## src/rtl/pattern_gen_pkg.sv

```systemverilog
// Shared encodings for the burst pattern generator: pattern modes, FSM states
// and the default Galois feedback mask.
package pattern_gen_pkg;

   typedef enum logic [1:0] {
      MODE_COUNTER = 2'd0,
      MODE_LFSR    = 2'd1,
      MODE_WALK    = 2'd2,
      MODE_CONST   = 2'd3
   } mode_t;

   typedef enum logic [1:0] {
      ST_IDLE = 2'd0,
      ST_LOAD = 2'd1,
      ST_RUN  = 2'd2
   } state_t;

   localparam logic [31:0] DEFAULT_LFSR_TAPS = 32'hA300_0000;

endpackage

```

## src/rtl/pattern_next.sv

```systemverilog
// Combinational next-word generator: computes the word that follows the
// current one for the selected pattern mode.
module pattern_next
   import pattern_gen_pkg::*;
#(
   parameter int                    DATA_WIDTH = 32,
   parameter logic [DATA_WIDTH-1:0] LFSR_TAPS  = DATA_WIDTH'(DEFAULT_LFSR_TAPS)
) (
   input  logic [1:0]            mode,
   input  logic [DATA_WIDTH-1:0] cur,
   output logic [DATA_WIDTH-1:0] nxt
);

   always_comb begin
      nxt = cur;
      case (mode)
         MODE_COUNTER: nxt = cur + DATA_WIDTH'(1);
         // Galois form: shift right, fold the feedback mask in when the LSB drops out
         MODE_LFSR:    nxt = (cur >> 1) ^ (cur[0] ? LFSR_TAPS : '0);
         MODE_WALK:    nxt = {cur[DATA_WIDTH-2:0], cur[DATA_WIDTH-1]};
         default:      nxt = cur;
      endcase
   end

endmodule

```

## src/rtl/pattern_burst_generator.sv

```systemverilog
// Triggered burst source: one rising trigger edge emits a burst of patterned
// words on a valid/ready stream with last, done and trigger-drop status.
module pattern_burst_generator
   import pattern_gen_pkg::*;
#(
   parameter int                    DATA_WIDTH = 32,
   parameter int                    LEN_WIDTH  = 16,
   parameter logic [DATA_WIDTH-1:0] LFSR_TAPS  = DATA_WIDTH'(DEFAULT_LFSR_TAPS)
) (
   input  logic                  clk_in,
   input  logic                  rst_in,
   input  logic                  trigger_in,
   input  logic [1:0]            mode_in,
   input  logic [LEN_WIDTH-1:0]  burst_len_in,
   input  logic [DATA_WIDTH-1:0] seed_in,
   input  logic                  ready_in,
   output logic [DATA_WIDTH-1:0] data_out,
   output logic                  valid_out,
   output logic                  last_out,
   output logic                  busy_out,
   output logic                  done_out,
   output logic                  trigger_drop_out
);

   state_t                state;
   logic                  trigger_prev;
   logic                  trig_edge;
   logic [1:0]            mode_r;
   logic [LEN_WIDTH-1:0]  len_r;
   logic [LEN_WIDTH-1:0]  remaining;
   logic [DATA_WIDTH-1:0] seed_r;
   logic [DATA_WIDTH-1:0] first_word;
   logic [DATA_WIDTH-1:0] next_word;

   assign trig_edge = trigger_in && !trigger_prev;

   pattern_next #(
      .DATA_WIDTH (DATA_WIDTH),
      .LFSR_TAPS  (LFSR_TAPS)
   ) u_next (
      .mode (mode_r),
      .cur  (data_out),
      .nxt  (next_word)
   );

   // A zero state would lock the LFSR and leave walking-one with no bit to walk
   always_comb begin
      first_word = seed_r;
      if ((mode_r == MODE_LFSR || mode_r == MODE_WALK) && seed_r == '0)
         first_word = DATA_WIDTH'(1);
   end

   // Burst configuration is captured only when a trigger is accepted
   always_ff @(posedge clk_in) begin
      if (state == ST_IDLE && trig_edge) begin
         mode_r <= mode_in;
         len_r  <= burst_len_in;
         seed_r <= seed_in;
      end
   end

   always_ff @(posedge clk_in) begin
      if (rst_in) begin
         state            <= ST_IDLE;
         trigger_prev     <= 1'b0;
         remaining        <= '0;
         data_out         <= '0;
         valid_out        <= 1'b0;
         last_out         <= 1'b0;
         busy_out         <= 1'b0;
         done_out         <= 1'b0;
         trigger_drop_out <= 1'b0;
      end else begin
         trigger_prev     <= trigger_in;
         done_out         <= 1'b0;
         trigger_drop_out <= 1'b0;
         case (state)
            ST_IDLE: begin
               if (trig_edge) begin
                  busy_out <= 1'b1;
                  state    <= ST_LOAD;
               end
            end
            ST_LOAD: begin
               trigger_drop_out <= trig_edge;
               if (len_r == '0) begin
                  done_out <= 1'b1;
                  busy_out <= 1'b0;
                  state    <= ST_IDLE;
               end else begin
                  data_out  <= first_word;
                  valid_out <= 1'b1;
                  last_out  <= (len_r == LEN_WIDTH'(1));
                  remaining <= len_r;
                  state     <= ST_RUN;
               end
            end
            ST_RUN: begin
               trigger_drop_out <= trig_edge;
               if (valid_out && ready_in) begin
                  if (remaining > LEN_WIDTH'(1)) begin
                     data_out  <= next_word;
                     remaining <= remaining - LEN_WIDTH'(1);
                     last_out  <= (remaining == LEN_WIDTH'(2));
                  end else begin
                     valid_out <= 1'b0;
                     last_out  <= 1'b0;
                     done_out  <= 1'b1;
                     busy_out  <= 1'b0;
                     remaining <= '0;
                     state     <= ST_IDLE;
                  end
               end
            end
            default: state <= ST_IDLE;
         endcase
      end
   end

endmodule

```

## config.mk

```make
export PLATFORM = sky130hd
export DESIGN_NAME = pattern_burst_generator
export DESIGN_NICKNAME = d
export VERILOG_FILES = /design/src/rtl/pattern_gen_pkg.sv /design/src/rtl/pattern_next.sv /design/src/rtl/pattern_burst_generator.sv
export SDC_FILE = /design/constraint.sdc
export NUM_CORES = 1
export LEC_CHECK = 0
export CAP_MARGIN = 20
export CORE_ASPECT_RATIO = 1.1
export CORE_UTILIZATION = 32
export DETAILED_ROUTE_END_ITERATION = 16
export MAX_ROUTING_LAYER = met4
export PLACE_DENSITY = 0.55
export REMOVE_ABC_BUFFERS = 1
export SLEW_MARGIN = 20
export SYNTH_ARGS = -nofsm -noshare
export SYNTH_HDL_FRONTEND = slang
export SYNTH_SLANG_ARGS = --single-unit
```

## constraint.sdc

```tcl
create_clock -name clk_in -period 4.5 [get_ports clk_in]
set_input_delay 0.9 -clock clk_in [delete_from_list [all_inputs] [get_ports clk_in]]
set_output_delay 0.9 -clock clk_in [all_outputs]
set_load 0.01 [all_outputs]
```

==> flow_summary.json, run 1 <==
{
  "yosys.area_share.simple_pct": 19.0,
  "r2r-start": "state[0]",
  "grt_max_degree": 62,
  "path_class": "in2reg",
  "placedCellCount": 949,
  "rows": 53,
  "reg2reg_to": "data_out[28]",
  "drc": 0,
  "setup_violations": 0,
  "cp-start-kind": "input port",
  "syn_to_final_growth_pct": 21.8,
  "fmax_mhz": 319,
  "vdd_ir_drop_max_uv": 203,
  "initial_core_util_pct": 32.6,
  "clockBufferDepth": 2,
  "synth-seq-cells": 106,
  "synth_xor_area_share_pct": 1.27,
  "portBuffers": 90,
  "crit_fanout": 16,
  "slew_headroom_pct": 31.0,
  "clk_latency_ns": 0.37,
  "synthesis.instances": 655,
  "vias_per_cell": 6.10,
  "die_w_um": 135,
  "syn_area_mm2": 0.00623,
  "clkSinkCount": 106,
  "ios": 91,
  "first_pass_iters": 7,
  "hold_class": "reg2reg",
  "final_cells": 965,
  "synth-compound-area-share_pct": 28.7,
  "period_share_pct": 69.7,
  "clock_skew_ns": 0.0137,
  "fin_nets": 778,
  "worstSetupEndpoint": "data_out[28]",
  "yosysSeqAreaShare_pct": 42.1,
  "powerDensity_mw_per_mm2": 398,
  "startpoint": "ready_in",
  "post-route-util_pct": 39.7,
  "drt-total-wl_um": 19700,
  "slew_viol_final": 0,
  "ant_nets": 0,
  "synth_commonest_cells": "56 x dfxtp_1, 55 x a21oi_1, 50 x edfxtp_1, 45 x nand2_1, 33 x nor2_1",
  "via_count": 5882,
  "cts.clk_slew.worst_paths_ns": 0.08,
  "fin_area_mm2": 0.00759,
  "synthFlopType": "dfxtp_1",
  "synth.most_common_cell": "dfxtp_1",
  "cts_tree": "built",
  "worstPathArrival_ns": 3.40,
  "cts_resized": 0,
  "fin_setup_tns_ns": 0,
  "antenna_found_initial": 0,
  "clockRootBuffer": "clkbuf_16",
  "slowest_stage": "a31oi_2",
  "synth_cell_types": 77,
  "wl_per_cell_um": 20.4,
  "overflow": 0,
  "path_cells": "clkdlybuf4s50_1 -> a21bo_2 -> o211ai_1 -> a31oi_2 -> buf_4 -> a21oi_1 -> a311oi_2",
  "maxCapViolCount": 0,
  "crit_path_max_incr_delay_ns": 0.84,
  "status": "complete, no violations",
  "setup.worst_path.end_class": "flop",
  "grt_usage_pct": 20.6,
  "rsz0062_at_grt": "no",
  "dieArea_mm2": 0.0200,
  "cts_setup_buffers": 0,
  "finalHoldViolCount": 0,
  "htree_levels": 3,
  "drt_iter0_markers": 612,
  "crit_required_ns": 4.76,
  "async_reset_ff_share_pct": 0,
  "yosys.area.top_type_share_pct": 24.1,
  "synth_edf_count": 50,
  "hold_buffers": 0,
  "leakage_uw": 0.00244,
  "period_needed_ns": 3.14,
  "yosys.area_share.adder_pct": 2.21,
  "first_global_vias": 5628,
  "core_mm2": 0.0191,
  "numCtsBuffers": 9,
  "synth.avg_cell_area_um2": 9.51,
  "yosys-top-cells-area": "edfxtp_1 24%, dfxtp_1 18%, a21oi_1 4.4%",
  "post-synth-top-area-cell": "edfxtp_1",
  "place_area_mm2": 0.00728,
  "worst_pin_slew_ns": 1.03,
  "yosysWarnings": 0,
  "r2r_cells": 8,
  "synth_top_family_by_area": "compound AO/OA/AOI/OAI gates",
  "synth.area.mux_share_pct": 0.824,
  "drive_above_1_share_pct": 9.89,
  "die_h_um": 148,
  "dp_hpwl_um": 13100,
  "r2r_setup_slack_ns": 1.47,
  "antenna_cells": 0,
  "gp_congestion": 0.860,
  "grt_first_pass_wirelength_um": 31100
}
area by class of cell:
type	instances	area, um^2
Clock buffer	9	225
Sequential cell	106	2620
Fill cell	1914	11500
Tap cell	247	309
Timing Repair Buffer	104	1000
Clock inverter	7	78.8
Multi-Input combinational cell	467	3260
Inverter	25	93.8
layer usage:
| metal | up-vias | global-route usage [%] | wire length, um |
|---|---|---|---|
| met4 | 0 | 7.81 | 421 |
| li1 | 2711 | - | - |
| met3 | 35 | 3.20 | 1160 |
| met1 | 2859 | 25.7 | 8370 |
| met2 | 277 | 33.5 | 9770 |
| met5 | - | - | 0 |
layout by cell type (no fill, tap or decap), types with 16 or more instances in the layout:
master,count
clkdlybuf4s50_1,89
nand4_1,16
a22oi_1,24
edfxtp_1,50
inv_1,23
nor2_1,32
a21oi_1,55
nand2_1,45
o21ai_0,18
dfxtp_1,56
nor3_1,17
nand3_1,24
cell families after synthesis:
family	Yosys count
muxes	5
adders and majority gates	11
xor gates and xnor gates	9
AOI/OAI and AO/OA	233
and+or+nand+nor	209
DFF	106
buffers and inverters	82
registers in the layout, summed over array words and instances (netlist names):
name and cells:
valid_out 1, busy_out 1, trigger_drop_out 1, done_out 1, mode_r 2, remaining 16, data_out 32, seed_r 32
trigger_prev 1, len_r 16, last_out 1, state 2
worst min-delay path by stage:
stage,startpoint,endpoint,depth (start not counted)
finish,last_out,last_out,2
global route,remaining[3],remaining[3],2
CTS,remaining[3],remaining[3],2
detailed placement,last_out,last_out,2
global placement,remaining[7],remaining[7],2
floorplan,remaining[7],remaining[7],2
worst max-delay path, delay by kind of cell:
| kind | cells | cell delay (ns) |
|---|---|---|
| buffers and inverters | 2 | 0.91 |
| AO/OA/AOI/OAI | 5 | 1.59 |
stage by stage:
step                worst slack, ns  hold slack, ns  power (uW)
floorplan                     0.763           0.468        1820
global placement               1.16           0.485        2190
detailed placement             1.06           0.506        2210
CTS                            1.43           0.523        3030
global route                   1.23           0.540        3170
finish                         1.36           0.521        3020
power by group:
part,switching (uW),internal [uW]
Combinational,514,379
Clock,422,398
Sequential,173,1130
(Power assumes the default switching activity.)
==> run 2, diff against run 1 <==
==> constraint.sdc (replaced) <==
create_clock -name clk_in -period 3.1 [get_ports clk_in]
set_input_delay 0.62 -clock clk_in [delete_from_list [all_inputs] [get_ports clk_in]]
set_output_delay 0.62 -clock clk_in [all_outputs]
set_load 0.01 [all_outputs]
==> run 2 against run 1 <==
  * Sequential cell count did not move
  * Cell count rose by 1.8%
  * Largest power group unchanged
  * Largest cell class unchanged
  * Register-to-register slack got worse by 0.95 ns
  * Die area did not move
==> flow_summary.json, run 2 (synthesis results as in run 1) <==
{
  "hold_class": "reg2reg",
  "multi_input_area_mm2": 0.00325,
  "fmax_mhz": 388,
  "cp-start-kind": "flop",
  "cts.clk_slew.worst_paths_ns": 0.08,
  "syn_to_final_growth_pct": 23.5,
  "power_uw": 4370,
  "cts_tree": "built",
  "vdd_ir_drop_max_uv": 307,
  "grt_first_pass_wirelength_um": 31100,
  "dp_worst_setup_slack_ns": 0.507,
  "finalHoldViolCount": 0,
  "leakage_uw": 0.00252,
  "crit_required_ns": 3.38,
  "clock_skew_ns": 0.0173,
  "setup.worst_path.end_class": "flop",
  "portBuffers": 90,
  "period_share_pct": 83.2,
  "drt-total-wl_um": 19800,
  "placedCellCount": 966,
  "via_count": 5886,
  "worstPathArrival_ns": 2.86,
  "grt_usage_pct": 20.5,
  "grt_max_degree": 37,
  "hold_buffers": 0,
  "r2r_cells": 5,
  "drt_iter0_markers": 510,
  "fin_ws_ns": 0.521,
  "clkSinkCount": 106,
  "vias_per_cell": 5.99,
  "dp_hpwl_um": 13700,
  "wl_per_cell_um": 20.2,
  "first_pass_iters": 5,
  "r2r-start": "data_out[5]",
  "dieArea_mm2": 0.0200,
  "gp_congestion": 0.911,
  "die_w_um": 135,
  "slew_viol_final": 0,
  "setup_violations": 0,
  "period_needed_ns": 2.58,
  "crit_fanout": 9,
  "ant_nets": 0,
  "maxCapViolCount": 0,
  "final_cells": 982,
  "clockBufferDepth": 2,
  "worst_pin_slew_ns": 0.888,
  "path_class": "reg2reg",
  "htree_levels": 3,
  "drive_above_1_share_pct": 11.7,
  "numCtsBuffers": 9,
  "r2r_setup_slack_ns": 0.52,
  "ios": 91,
  "fin_setup_tns_ns": 0,
  "cts_resized": 0,
  "die_h_um": 148,
  "status": "complete, no violations",
  "whs_endpoint": "remaining[7]",
  "seqCellArea_mm2": 0.00262,
  "holdPathStages": 2,
  "drc": 0,
  "holdCritStartpoint": "remaining[7]",
  "final_common_cell": "clkdlybuf4s50_1",
  "first_global_vias": 5766,
  "powerDensity_mw_per_mm2": 568,
  "rsz0062_at_grt": "no",
  "clk_latency_ns": 0.37,
  "overflow": 0,
  "initial_core_util_pct": 32.6,
  "fin_nets": 795,
  "largestRegisters": "data_out x32, seed_r x32",
  "antenna_cells": 0,
  "antenna_found_initial": 0,
  "mostFrequentLayoutCells": "89 x clkdlybuf4s50_1, 56 x dfxtp_1, 55 x a21oi_1",
  "reg2reg_to": "data_out[31]",
  "clockRootBuffer": "clkbuf_16",
  "cts_setup_buffers": 0,
  "core_mm2": 0.0191,
  "rows": 53,
  "fillers": 1909,
  "slew_headroom_pct": 40.8
}
## run 2: routing by layer
metal / routed length, um / GRT usage (%) / up-vias
met4: 429 / 8.31 / 0
met2: 9900 / 34.4 / 212
met1: 8430 / 24.9 / 2897
li1: - / - / 2746
met5: 0 / - / -
met3: 1030 / 2.45 / 31
## run 2: worst max-delay path: stages (launching register included)
cell      delay, ns
dfxtp_1        0.57
nand3_1        0.28
nor4_1         0.77
nand4_1        0.25
or4_1          0.53
o221ai_1       0.09
## run 2: where the power goes
part,leakage [uW],switching (uW),internal (uW)
Clock,0.000135,569,555
Combinational,0.00145,763,598
Sequential,0.000931,239,1640
## run 2: per-stage QoR
step / utilization, % / area, um^2 / hold WS (ns)
detailed placement: 38.8 / 7420 / 0.494
CTS: 40.3 / 7690 / 0.504
finish: 40.3 / 7690 / 0.501
floorplan: - / 5950 / 0.468
global placement: 38.8 / 7420 / 0.490
global route: 40.3 / 7690 / 0.518
## run 2: worst max path at each step
| stage | start | to | slack [ns] |
|---|---|---|---|
| floorplan | mode_r[0] | data_out[16] | -0.64 |
| global route | len_r[8] | data_out[4] | 0.43 |
| global placement | ready_in | data_out[31] | 0.54 |
| CTS | len_r[8] | data_out[3] | 0.55 |
| finish | data_out[5] | data_out[31] | 0.52 |
| detailed placement | ready_in | data_out[31] | 0.51 |
## run 2: cell type report
cell class	count	area share, %
sequential	106	34.1
inverter	25	1.22
timing repair buffer	121	14.8
clock inverter	6	0.602
clock buffer	10	2.98
tap	247	4.02
multi-input combinational	467	42.2
==> run 3, diff against run 2 <==
==> constraint.sdc (replaced) <==
create_clock -name clk_in -period 2.4 [get_ports clk_in]
set_input_delay 0.48 -clock clk_in [delete_from_list [all_inputs] [get_ports clk_in]]
set_output_delay 0.48 -clock clk_in [all_outputs]
set_load 0.01 [all_outputs]
==> run 3 against run 2 <==
  * Combinational power is 46% higher
  * Worst hold slack worse by 0.0011 ns
  * Critical path depth up 2
  * Clock skew fell by 0.0057 ns
  * Global-route usage up 1.1 points
  * Power is 37% higher
  * Count of clock-buffer cells in the layout is 1 lower
  * Core utilization rose by 2.0 points
  * First-iteration DRC count decreased by 0.78%
  * Critical endpoint is now data_out[21]
==> flow_summary.json, run 3 (synthesis results as in run 1) <==
{
  "final_common_cell": "clkdlybuf4s50_1",
  "first_global_vias": 5982,
  "cp-start-kind": "flop",
  "period_needed_ns": 2.30,
  "slowest_stage": "or4_1",
  "fillers": 1865,
  "status": "complete, no violations",
  "setup_violations": 0,
  "drc": 0,
  "drive_above_1_share_pct": 15.9,
  "drt-total-wl_um": 20700,
  "vias_per_cell": 5.91,
  "hold_class": "reg2reg",
  "slew_headroom_pct": 59.7,
  "vdd_ir_drop_max_uv": 431,
  "wl_per_cell_um": 20.4,
  "leakage_uw": 0.00274,
  "via_count": 6007,
  "maxCapViolCount": 0,
  "powerDensity_mw_per_mm2": 744,
  "crit_path_max_incr_delay_ns": 0.62,
  "rows": 53,
  "ios": 91,
  "crit_required_ns": 2.63,
  "seqCellArea_mm2": 0.00262,
  "syn_to_final_growth_pct": 29.6,
  "gp_congestion": 0.908,
  "dieArea_mm2": 0.0200,
  "initial_core_util_pct": 32.6,
  "multi_input_area_mm2": 0.00325,
  "clkSinkCount": 106,
  "clk_latency_ns": 0.37,
  "grt_max_degree": 45,
  "crit_fanout": 15,
  "die_h_um": 148,
  "path_class": "reg2reg",
  "clockRootBuffer": "clkbuf_16",
  "finalHoldViolCount": 0,
  "dp_hpwl_um": 14400,
  "fin_setup_tns_ns": 0,
  "path_cells": "or4_1 -> nor3_2 -> buf_4 -> a31oi_2 -> buf_4 -> a32oi_1 -> a31oi_1",
  "mostFrequentLayoutCells": "89 x clkdlybuf4s50_1, 58 x buf_4, 56 x dfxtp_1",
  "first_pass_iters": 5,
  "slew_viol_final": 0,
  "htree_levels": 3,
  "clockBufferDepth": 2,
  "fin_nets": 829,
  "worst_pin_slew_ns": 0.600,
  "overflow": 0,
  "placedCellCount": 1000,
  "die_w_um": 135,
  "core_mm2": 0.0191,
  "portBuffers": 90,
  "grt_usage_pct": 21.6,
  "setup.worst_path.end_class": "flop",
  "fmax_mhz": 434,
  "crit_family": "simple AND/OR/NAND/NOR gates",
  "numCtsBuffers": 9,
  "worstPathArrival_ns": 2.53,
  "crit_top_cell": "buf_4",
  "cts_tree": "built",
  "antenna_found_initial": 0,
  "largestRegisters": "data_out x32, seed_r x32",
  "hold_buffers": 0,
  "cts.clk_slew.worst_paths_ns": 0.07,
  "drt_iter0_markers": 506,
  "rsz0062_at_grt": "no",
  "antenna_cells": 0,
  "clock_skew_ns": 0.0116,
  "cp_num_buf_inv": 2,
  "period_share_pct": 96.0,
  "grt_first_pass_wirelength_um": 32500,
  "final_cells": 1016,
  "ant_nets": 0
}
==> run 3: power breakdown <==
part           leakage, uW  internal, uW  switching (uW)
logic              0.00165           880            1100
registers         0.000931          2120             240
clock network     0.000154           924             739
==> run 3: worst reg2reg max path, cell delays in order, from the launching register on <==
cell and delay (ns):
edfxtp_1 0.42, or4_1 0.62, nor3_2 0.19, buf_4 0.18
a31oi_2 0.12, buf_4 0.23, a32oi_1 0.29, a31oi_1 0.11
==> run 3: layout make-up <==
type / count / area share (%)
inverter: 25 / 1.16
multi-input combinational: 467 / 40.3
timing repair buffer: 155 / 18.2
tap: 247 / 3.83
clock inverter: 7 / 1.24
clock buffer: 9 / 2.79
sequential: 106 / 32.5
==> run 3: metal layers <==
layer | up-vias | share of wire [%] | GRT usage (%)
li1 | 2810 | - | -
met1 | 2939 | 42 | 26.0
met2 | 217 | 50 | 36.1
met3 | 41 | 5.0 | 2.97
met4 | 0 | 2.9 | 9.21
met5 | - | 0 | -
==> run 3: repair_timing <==
item                       in CTS  in global routing
setup endpoints to repair       0                  5
resized for setup               0                  1
setup buffers                   0                  0
==> run 3: worst paths after layout <==
path,startpoint,end,slack (ns),cells after the start
worst max-delay path,len_r[6],data_out[21],0.1,7
worst min-delay path,remaining[7],remaining[7],0.50,2
worst max register to register,len_r[6],data_out[21],0.1,7
worst min register to register,remaining[7],remaining[7],0.50,2
==> run 3: metrics by stage <==
step | worst slack (ns) | hold slack [ns] | instance area (um^2) | utilization, % | power [uW]
2_1_floorplan | -1.34 | 0.468 | 5950 | - | 3410
3_3_place_gp | 0.0422 | 0.482 | 7750 | 40.6 | 4340
3_5_place_dp | 0.0115 | 0.488 | 7750 | 40.6 | 4360
4_1_cts | 0.0873 | 0.499 | 8070 | 42.3 | 6040
5_1_grt | 0.00131 | 0.516 | 8070 | 42.3 | 6310
6_report | 0.0960 | 0.500 | 8070 | 42.3 | 6000
